## src/rtl/regfile_sb.sv

```systemverilog
// regfile_sb -- integer register file with a pending-write scoreboard.
//
// Receives writebacks from the WB stage, serves two combinational read ports
// (with same-cycle writeback bypass) to decode, and counts in-flight
// destination writes per register so decode can be held on a RAW hazard.
//
// Ports:
//   clk, rst                 clock, synchronous active-high reset
//   wr_en/wr_addr/wr_data    writeback strobe, 6-bit destination, data
//   rd_addr1/rd_addr2        read addresses (rs1, rs2)
//   rd_data1/rd_data2        combinational read data
//   rs1_used/rs2_used        decoded instruction consumes rs1 / rs2
//   issue_en/issue_addr      instruction leaves ID and will write issue_addr
//   sb_clear                 flush: drop all pending-write counts
//   stall                    RAW hazard, hold ID
//   sb_overflow              sticky: issue to a saturated counter
//   sb_underflow             sticky: writeback to a register with no pending write
//
// Addresses with bit 5 set are non-register destinations: never written,
// read as zero, never tracked. x0 behaves the same way.
module regfile_sb #(
  parameter int N    = 32,
  parameter int NREG = 32,
  parameter int CW   = 2
) (
  input  logic         clk,
  input  logic         rst,
  input  logic         wr_en,
  input  logic [5:0]   wr_addr,
  input  logic [N-1:0] wr_data,
  input  logic [5:0]   rd_addr1,
  input  logic [5:0]   rd_addr2,
  output logic [N-1:0] rd_data1,
  output logic [N-1:0] rd_data2,
  input  logic         rs1_used,
  input  logic         rs2_used,
  input  logic         issue_en,
  input  logic [5:0]   issue_addr,
  input  logic         sb_clear,
  output logic         stall,
  output logic         sb_overflow,
  output logic         sb_underflow
);

  localparam logic [CW-1:0] CNT_MAX = '1;

  logic [N-1:0]  regs [NREG];
  logic [CW-1:0] cnt  [NREG];

  logic          wr_ok, issue_ok, rd1_ok, rd2_ok;
  logic [4:0]    wr_idx, issue_idx, rd1_idx, rd2_idx;
  logic          dec_hit1, dec_hit2, hz1, hz2;
  logic [CW-1:0] rem1, rem2;
  logic [NREG-1:0] inc_vec, dec_vec;

  // True for a real, writable architectural register (not x0, not bit-5 space).
  function automatic logic tgt_ok(input logic [5:0] a);
    return !a[5] && (a[4:0] != 5'd0);
  endfunction

  assign wr_idx    = wr_addr[4:0];
  assign issue_idx = issue_addr[4:0];
  assign rd1_idx   = rd_addr1[4:0];
  assign rd2_idx   = rd_addr2[4:0];

  assign wr_ok  = wr_en && tgt_ok(wr_addr);
  assign rd1_ok = tgt_ok(rd_addr1);
  assign rd2_ok = tgt_ok(rd_addr2);

  // Read ports with writeback bypass; invalid/x0 addresses read zero.
  always_comb begin
    rd_data1 = '0;
    rd_data2 = '0;
    if (rd1_ok) rd_data1 = (wr_ok && (wr_addr == rd_addr1)) ? wr_data : regs[rd1_idx];
    if (rd2_ok) rd_data2 = (wr_ok && (wr_addr == rd_addr2)) ? wr_data : regs[rd2_idx];
  end

  // A writeback landing this cycle retires one pending write before the
  // hazard is judged, so the last outstanding write causes no bubble.
  always_comb begin
    dec_hit1 = wr_ok && (wr_idx == rd1_idx);
    dec_hit2 = wr_ok && (wr_idx == rd2_idx);
    rem1     = cnt[rd1_idx] - CW'(dec_hit1);
    rem2     = cnt[rd2_idx] - CW'(dec_hit2);
    hz1      = rd1_ok && (rem1 != '0);
    hz2      = rd2_ok && (rem2 != '0);
    stall    = (rs1_used && hz1) || (rs2_used && hz2);
  end

  // A stalled instruction has not left ID, so its issue must not be counted.
  assign issue_ok = issue_en && !stall && tgt_ok(issue_addr);

  always_comb begin
    inc_vec = '0;
    dec_vec = '0;
    if (issue_ok) inc_vec[issue_idx] = 1'b1;
    if (wr_ok)    dec_vec[wr_idx]    = 1'b1;
  end

  always_ff @(posedge clk) begin
    if (rst) begin
      for (int i = 0; i < NREG; i++) begin
        regs[i] <= '0;
        cnt[i]  <= '0;
      end
      sb_overflow  <= 1'b0;
      sb_underflow <= 1'b0;
    end else begin
      if (wr_ok) regs[wr_idx] <= wr_data;
      if (sb_clear) begin
        for (int i = 0; i < NREG; i++) cnt[i] <= '0;
      end else begin
        for (int i = 1; i < NREG; i++) begin
          case ({inc_vec[i], dec_vec[i]})
            2'b10: begin
              if (cnt[i] == CNT_MAX) sb_overflow <= 1'b1;
              else                   cnt[i] <= cnt[i] + CW'(1);
            end
            2'b01: begin
              if (cnt[i] == '0) sb_underflow <= 1'b1;
              else              cnt[i] <= cnt[i] - CW'(1);
            end
            default: ;
          endcase
        end
      end
    end
  end

endmodule

```

## config.mk

```make
export PLATFORM = sky130hd
export DESIGN_NAME = regfile_sb
export DESIGN_NICKNAME = d
export VERILOG_FILES = /design/src/rtl/regfile_sb.sv
export SDC_FILE = /design/constraint.sdc
export NUM_CORES = 2
export LEC_CHECK = 0
export BUFFER_PORTS_ARGS = -buffer_cell sky130_fd_sc_hd__buf_2
export CORE_AREA = 2 2 339 341
export DETAILED_ROUTE_END_ITERATION = 16
export DIE_AREA = 0 0 341 343
export PLACE_DENSITY = 0.8
export REMOVE_ABC_BUFFERS = 1
export SLEW_MARGIN = 15
export SYNTH_ARGS = -nofsm -noshare
export SYNTH_HDL_FRONTEND = slang
export SYNTH_SLANG_ARGS = --single-unit
```

## constraint.sdc

```tcl
create_clock -name clk -period 9.75 [get_ports clk]
set_input_delay 0.975 -clock clk [delete_from_list [all_inputs] [get_ports clk]]
set_output_delay 0.975 -clock clk [all_outputs]
set_load 0.01 [all_outputs]
```

==> results by stage <==
Outcome:
- The run finished with clean final reports.

Clock tree:
- The buffers inserted during post-CTS setup optimization is 0.
- The number of buffers created by CTS is between 100 and 150.
- The number of buffers inserted by hold repair at cts is 0.
- The worst-skew pair later-pin latency is ~0.71 ns.
- The clock net sink count is between 1,000 and 1,500.
- The number of gates resized after CTS is 0.
- The clock root buffer is clkbuf_16.
- The longest clock path from root to sink contains 3 buffers.
- The maximum level of the CTS H-tree is 3.
- Clock-pin slew was measured on the worst setup and hold paths at ~0.070 ns.
- The TritonCTS clock tree is yes.

Power:
- The internal power component is around 8.4 mW.
- The leakage power figure is ~23 nW.
- Of the total power, the share spent switching nets is between 20% and 30%.
- The worst-case IR drop observed on VDD is between 0.15 and 0.2 mV.
- The ratio of total power to cell area is 168 nW/um2.
- Per report_power, the clock group accounts for 38.3% of the total.
- Of the total power, registers draw ~49%.
- For this design the total switching power over the nets is 2.90 mW.
- The power share of the combinational group is roughly an eighth.

Yosys:
- The share of synthesized area spent on multiplexers is 24.2%.
- Summing the areas of all compound-gate instances in the mapped netlist gives under 10% of the synthesized area.
- The Yosys warning count is 0.
- The area of the mapped netlist is between 60,000 and 70,000 um2.
- The gate count of the mapped netlist is roughly 4,300.
- The simple logic cell fraction of the synthesized area is around 15%.
- The largest family of logic cells by synthesized area is multiplexers.
- The synthesized design contains between 1,000 and 1,500 register bits.
- The most common flop cell mapped by yosys is edfxtp_1.
- Counting flops with a built-in enable in the synthesized netlist gives around 1,100.
- After synthesis, the mean cell area works out to about 14 um2.
- The synthesized netlist devotes 0.689% of its cell area to adder and majority cells.
- For this run, the register share of the synthesized area comes to between 50% and 60%.
- Synthesis instantiated between 80 and 90 different standard cells from the library.
- After Yosys synthesis, XOR and XNOR cells account for less than 1% of the synthesized area.
- The fraction of registers with async set or reset after synthesis is 0%.

Drt:
- The DRC violation count after routing is 0.
- The routed via count is 42,100.
- Once detail routing completed, the nets flagged for antenna violations numbered 0.
- In the final routed layout, each cell accounts on average for between 30 and 40 um.
- The post-detailed-route via-to-cell ratio is about 7.
- Wire segments on met2 add up to 90.5 mm in the final route.
- The top routing layer in use is met5.
- Before antenna repair, the detailed router went through 10 iterations.
- The iteration-0 DRC count of the detailed router is approximately 7,100.
- Summed over all nets, wire length on met3 after detailed routing comes to around 31 mm.
- The routed length on met1 is about 66 mm.
- The routed wire length is 201 mm.

Placement:
- The number of cells in the design after placement is 5,665.
- The weighted congestion at the end of routability-driven global placement is roughly 1.
- The HPWL after detailed placement is between 100 and 150 mm.
- The count of port buffers added during placement is between 100 and 150.

Critical path:
- The delay of the slowest critical-path stage is roughly 0.68 ns.
- By startpoint and endpoint, the worst setup path is classified as primary input to output pin.
- The termination of the worst setup path is rd_data2[15].
- The endpoint identified for the worst register-to-register timing path is cnt[2][0].
- The cell that appears most often on the critical path is mux4_2.
- Counting cells, the worst reg-to-reg path comes to 11.
- STA classifies the critical path endpoint as an output pin.
- STA puts the critical path data required time at between 8 and 9 ns.
- Walking the worst path, the cells encountered are buf_8, buf_12, buf_4, mux4_2, mux4_2, nand2_1, nand3_1, o21ai_0, nor2_1, buf_2.
- The worst endpoint data arrival time is slightly below 5 ns.
- For this design, the slowest cell found on the critical path is buf_4.
- Along the worst path, the maximum fanout reaches 94.
- The startpoint class of the critical path is a primary input.
- Across all register-to-register paths, the minimum setup slack is 5.70 ns.
- Tracing the worst setup path back leads to its startpoint at rd_addr2[0].
- In this run the critical register-to-register path is launched from cnt[31][0].

Cells and area:
- The count of fill cells added during filler insertion is approximately 8,300.
- The synthesis-to-finish area growth is 9.24%.
- The share of cells above drive strength 1 is between 20 and 25%.
- The finished layout holds just under 6,000 standard cells, fillers aside.
- The layout net count is between 4,000 and 5,000.

STA:
- The final period utilization is ~60%.
- The setup TNS after final layout is 0 ns.
- The worst-margin pin slew is between 1 and 1.5 ns.
- Setup repair after global routing left no endpoint under its margin.
- The number of hold violations in the final report is 0.
- The peak clock frequency supported by timing is ~0.17 GHz.
- The setup violation total in the final timing report is 0.
- The final critical-path required period is 5.86 ns.
- The setup clock skew after layout is around 0.052 ns.
- The count of pins over their slew limit is 0.
- Measured against its own limit, the worst slew margin works out to between 10% and 20%.

GRT:
- The aggregate global-route resource usage is 34.4%.
- The maximum number of pins on one net before global-route repair is about 140.
- The initial antenna violation count is 10.
- The first global-routing pass estimated between 200 and 300 mm of wire.
- The via count of the first global-routing pass is about 42,000.
- The remaining global-route overflow is 0.

Floorplan:
- The area of the placeable core is between 100,000 and 150,000 um2.
- The initial utilization of the core area, before any placement, comes to between 50% and 60%.
- The floorplan step set the die height to 343 um.
- The die is 341 um wide.
- The number of standard-cell rows in the floorplan is between 100 and 150.
- The top-level port count is 130.
- The die covers approximately 120,000 um2.

Job:
- The number of violations of the max-capacitance limit is 0.

Min path:
- The worst hold path belongs to the class flop to flop.
[worst min-delay path by stage]
stage,from,end,cells after the start
finish,sb_overflow,sb_overflow,3
global route,sb_overflow,sb_overflow,3
CTS,sb_overflow,sb_overflow,3
detailed placement,sb_overflow,sb_overflow,3
global placement,sb_overflow,sb_overflow,3
floorplan,sb_overflow,sb_overflow,3
[Yosys cell counts, types with 4 or more instances]
library cell	count	area (um2)
ha_1	34	425
nand2_1	141	529
a31o_2	6	52.6
xnor2_1	9	78.8
o311ai_0	6	52.6
buf_1	49	184
nand3b_1	19	143
mux2_2	10	113
and2_1	1001	6260
buf_2	49	245
a22oi_1	38	285
a2111oi_0	4	35.0
nor2_1	197	739
a221oi_1	4	35.0
a211oi_1	74	556
nand4b_1	5	43.8
o22ai_1	6	37.5
a21o_1	4	30.0
nor3_1	53	265
mux2i_1	153	1530
a21oi_1	78	390
a311oi_1	5	43.8
nor4_1	7	43.8
nand2b_1	28	175
inv_1	47	176
a311o_1	4	40.0
o21ai_0	52	260
nor3b_1	8	60.1
mux4_2	588	13200
nor2b_1	8	50.1
edfxtp_1	1086	32600
clkbuf_1	325	1220
o211ai_1	21	158
buf_6	8	90.1
nand3_1	54	270
nand4_1	17	106
or2_2	14	87.6
a31oi_1	38	238
and3_1	20	125
or3b_2	5	43.8
or3_1	4	25.0
[cells by family (layout without fill, tap and decap cells)]
group	Yosys count	in the layout
AND/OR/NAND/NOR	1602	1602
flip-flops	1088	1088
multiplexers	755	755
buffers and inverters	485	474
AO/OA/AOI/OAI	366	366
adder cells (fa/ha/maj)	34	34
XOR/XNOR	12	12
other	1	39
[per-stage QoR]
stage	worst slack [ns]	hold slack (ns)	utilization [%]	power [mW]	cell area [um2]
2_1_floorplan	3.34	0.557	-	6.33	60100
3_3_place_gp	3.86	0.569	56.2	6.97	63700
3_5_place_dp	3.89	0.559	56.2	7.02	63700
4_1_cts	3.90	0.572	59.4	11.3	67400
5_1_grt	3.69	0.635	59.5	11.6	67500
6_report	3.89	0.591	59.5	11.3	67500
[power by group through the flow]
| stage | Clock [mW] | Combinational (mW) | Sequential [mW] |
|---|---|---|---|
| 2_1_floorplan | 0 | 0.761 | 5.57 |
| 3_3_place_gp | 0 | 1.37 | 5.60 |
| 3_5_place_dp | 0 | 1.39 | 5.63 |
| 4_1_cts | 4.34 | 1.39 | 5.54 |
| 5_1_grt | 4.52 | 1.47 | 5.57 |
| 6_report | 4.35 | 1.44 | 5.55 |
[placed cells by master (no fill, tap or decap), drive strengths merged, types with 6 or more instances in the layout]
cell type and count:
conb 32, nand3 55, o211ai 21, o22ai 6, nand2b 28, nand2 141, or2 15, buf 218
bufinv 11, inv 48, a211oi 74, mux2 12, nor2b 8, a31o 6, and2 1001, ha 34
or3b 8, o21ai 52, nand4 17, diode 7, nor3 54, nor4 8, xnor2 9, edfxtp 1086
clkinv 57, a21oi 78, a31oi 38, clkbuf 134, clkinvlp 6, a22oi 38, nand3b 19, mux2i 153
o311ai 6, nor3b 8, and3 21, nor2 198, mux4 590
[worst max-delay path: cells and delay by family]
| family | cells | cell delay, ns |
|---|---|---|
| buf+inv | 4 | 1.95 |
| compound gates | 1 | 0.23 |
| simple gates | 3 | 0.46 |
| mux | 2 | 1.07 |
[final cells by class]
class | instances | area [um2] | area share, %
Clock inverter | 73 | 704 | 1.04
Clock buffer | 134 | 2950 | 4.37
Sequential cell | 1088 | 32700 | 48.4
Inverter | 49 | 194 | 0.287
Tap cell | 1512 | 1890 | 2.80
Timing Repair Buffer | 218 | 1490 | 2.21
Antenna cell | 7 | 17.5 | 0.0260
Multi-Input combinational cell | 2801 | 27600 | 40.9
[state kept, by name, summed over array words and instances, names as in the netlist]
name          flops
cnt              62
regs           1024
sb_overflow       1
sb_underflow      1
[layer usage]
| metal | GRT usage, % | up-vias |
|---|---|---|
| met3 | 10.4 | 814 |
| met1 | 43.9 | 20800 |
| met2 | 52.1 | 3878 |
| met4 | 20.6 | 12 |
| met5 | 0.841 | - |
| li1 | - | 16500 |
(Power assumes the default switching activity.)
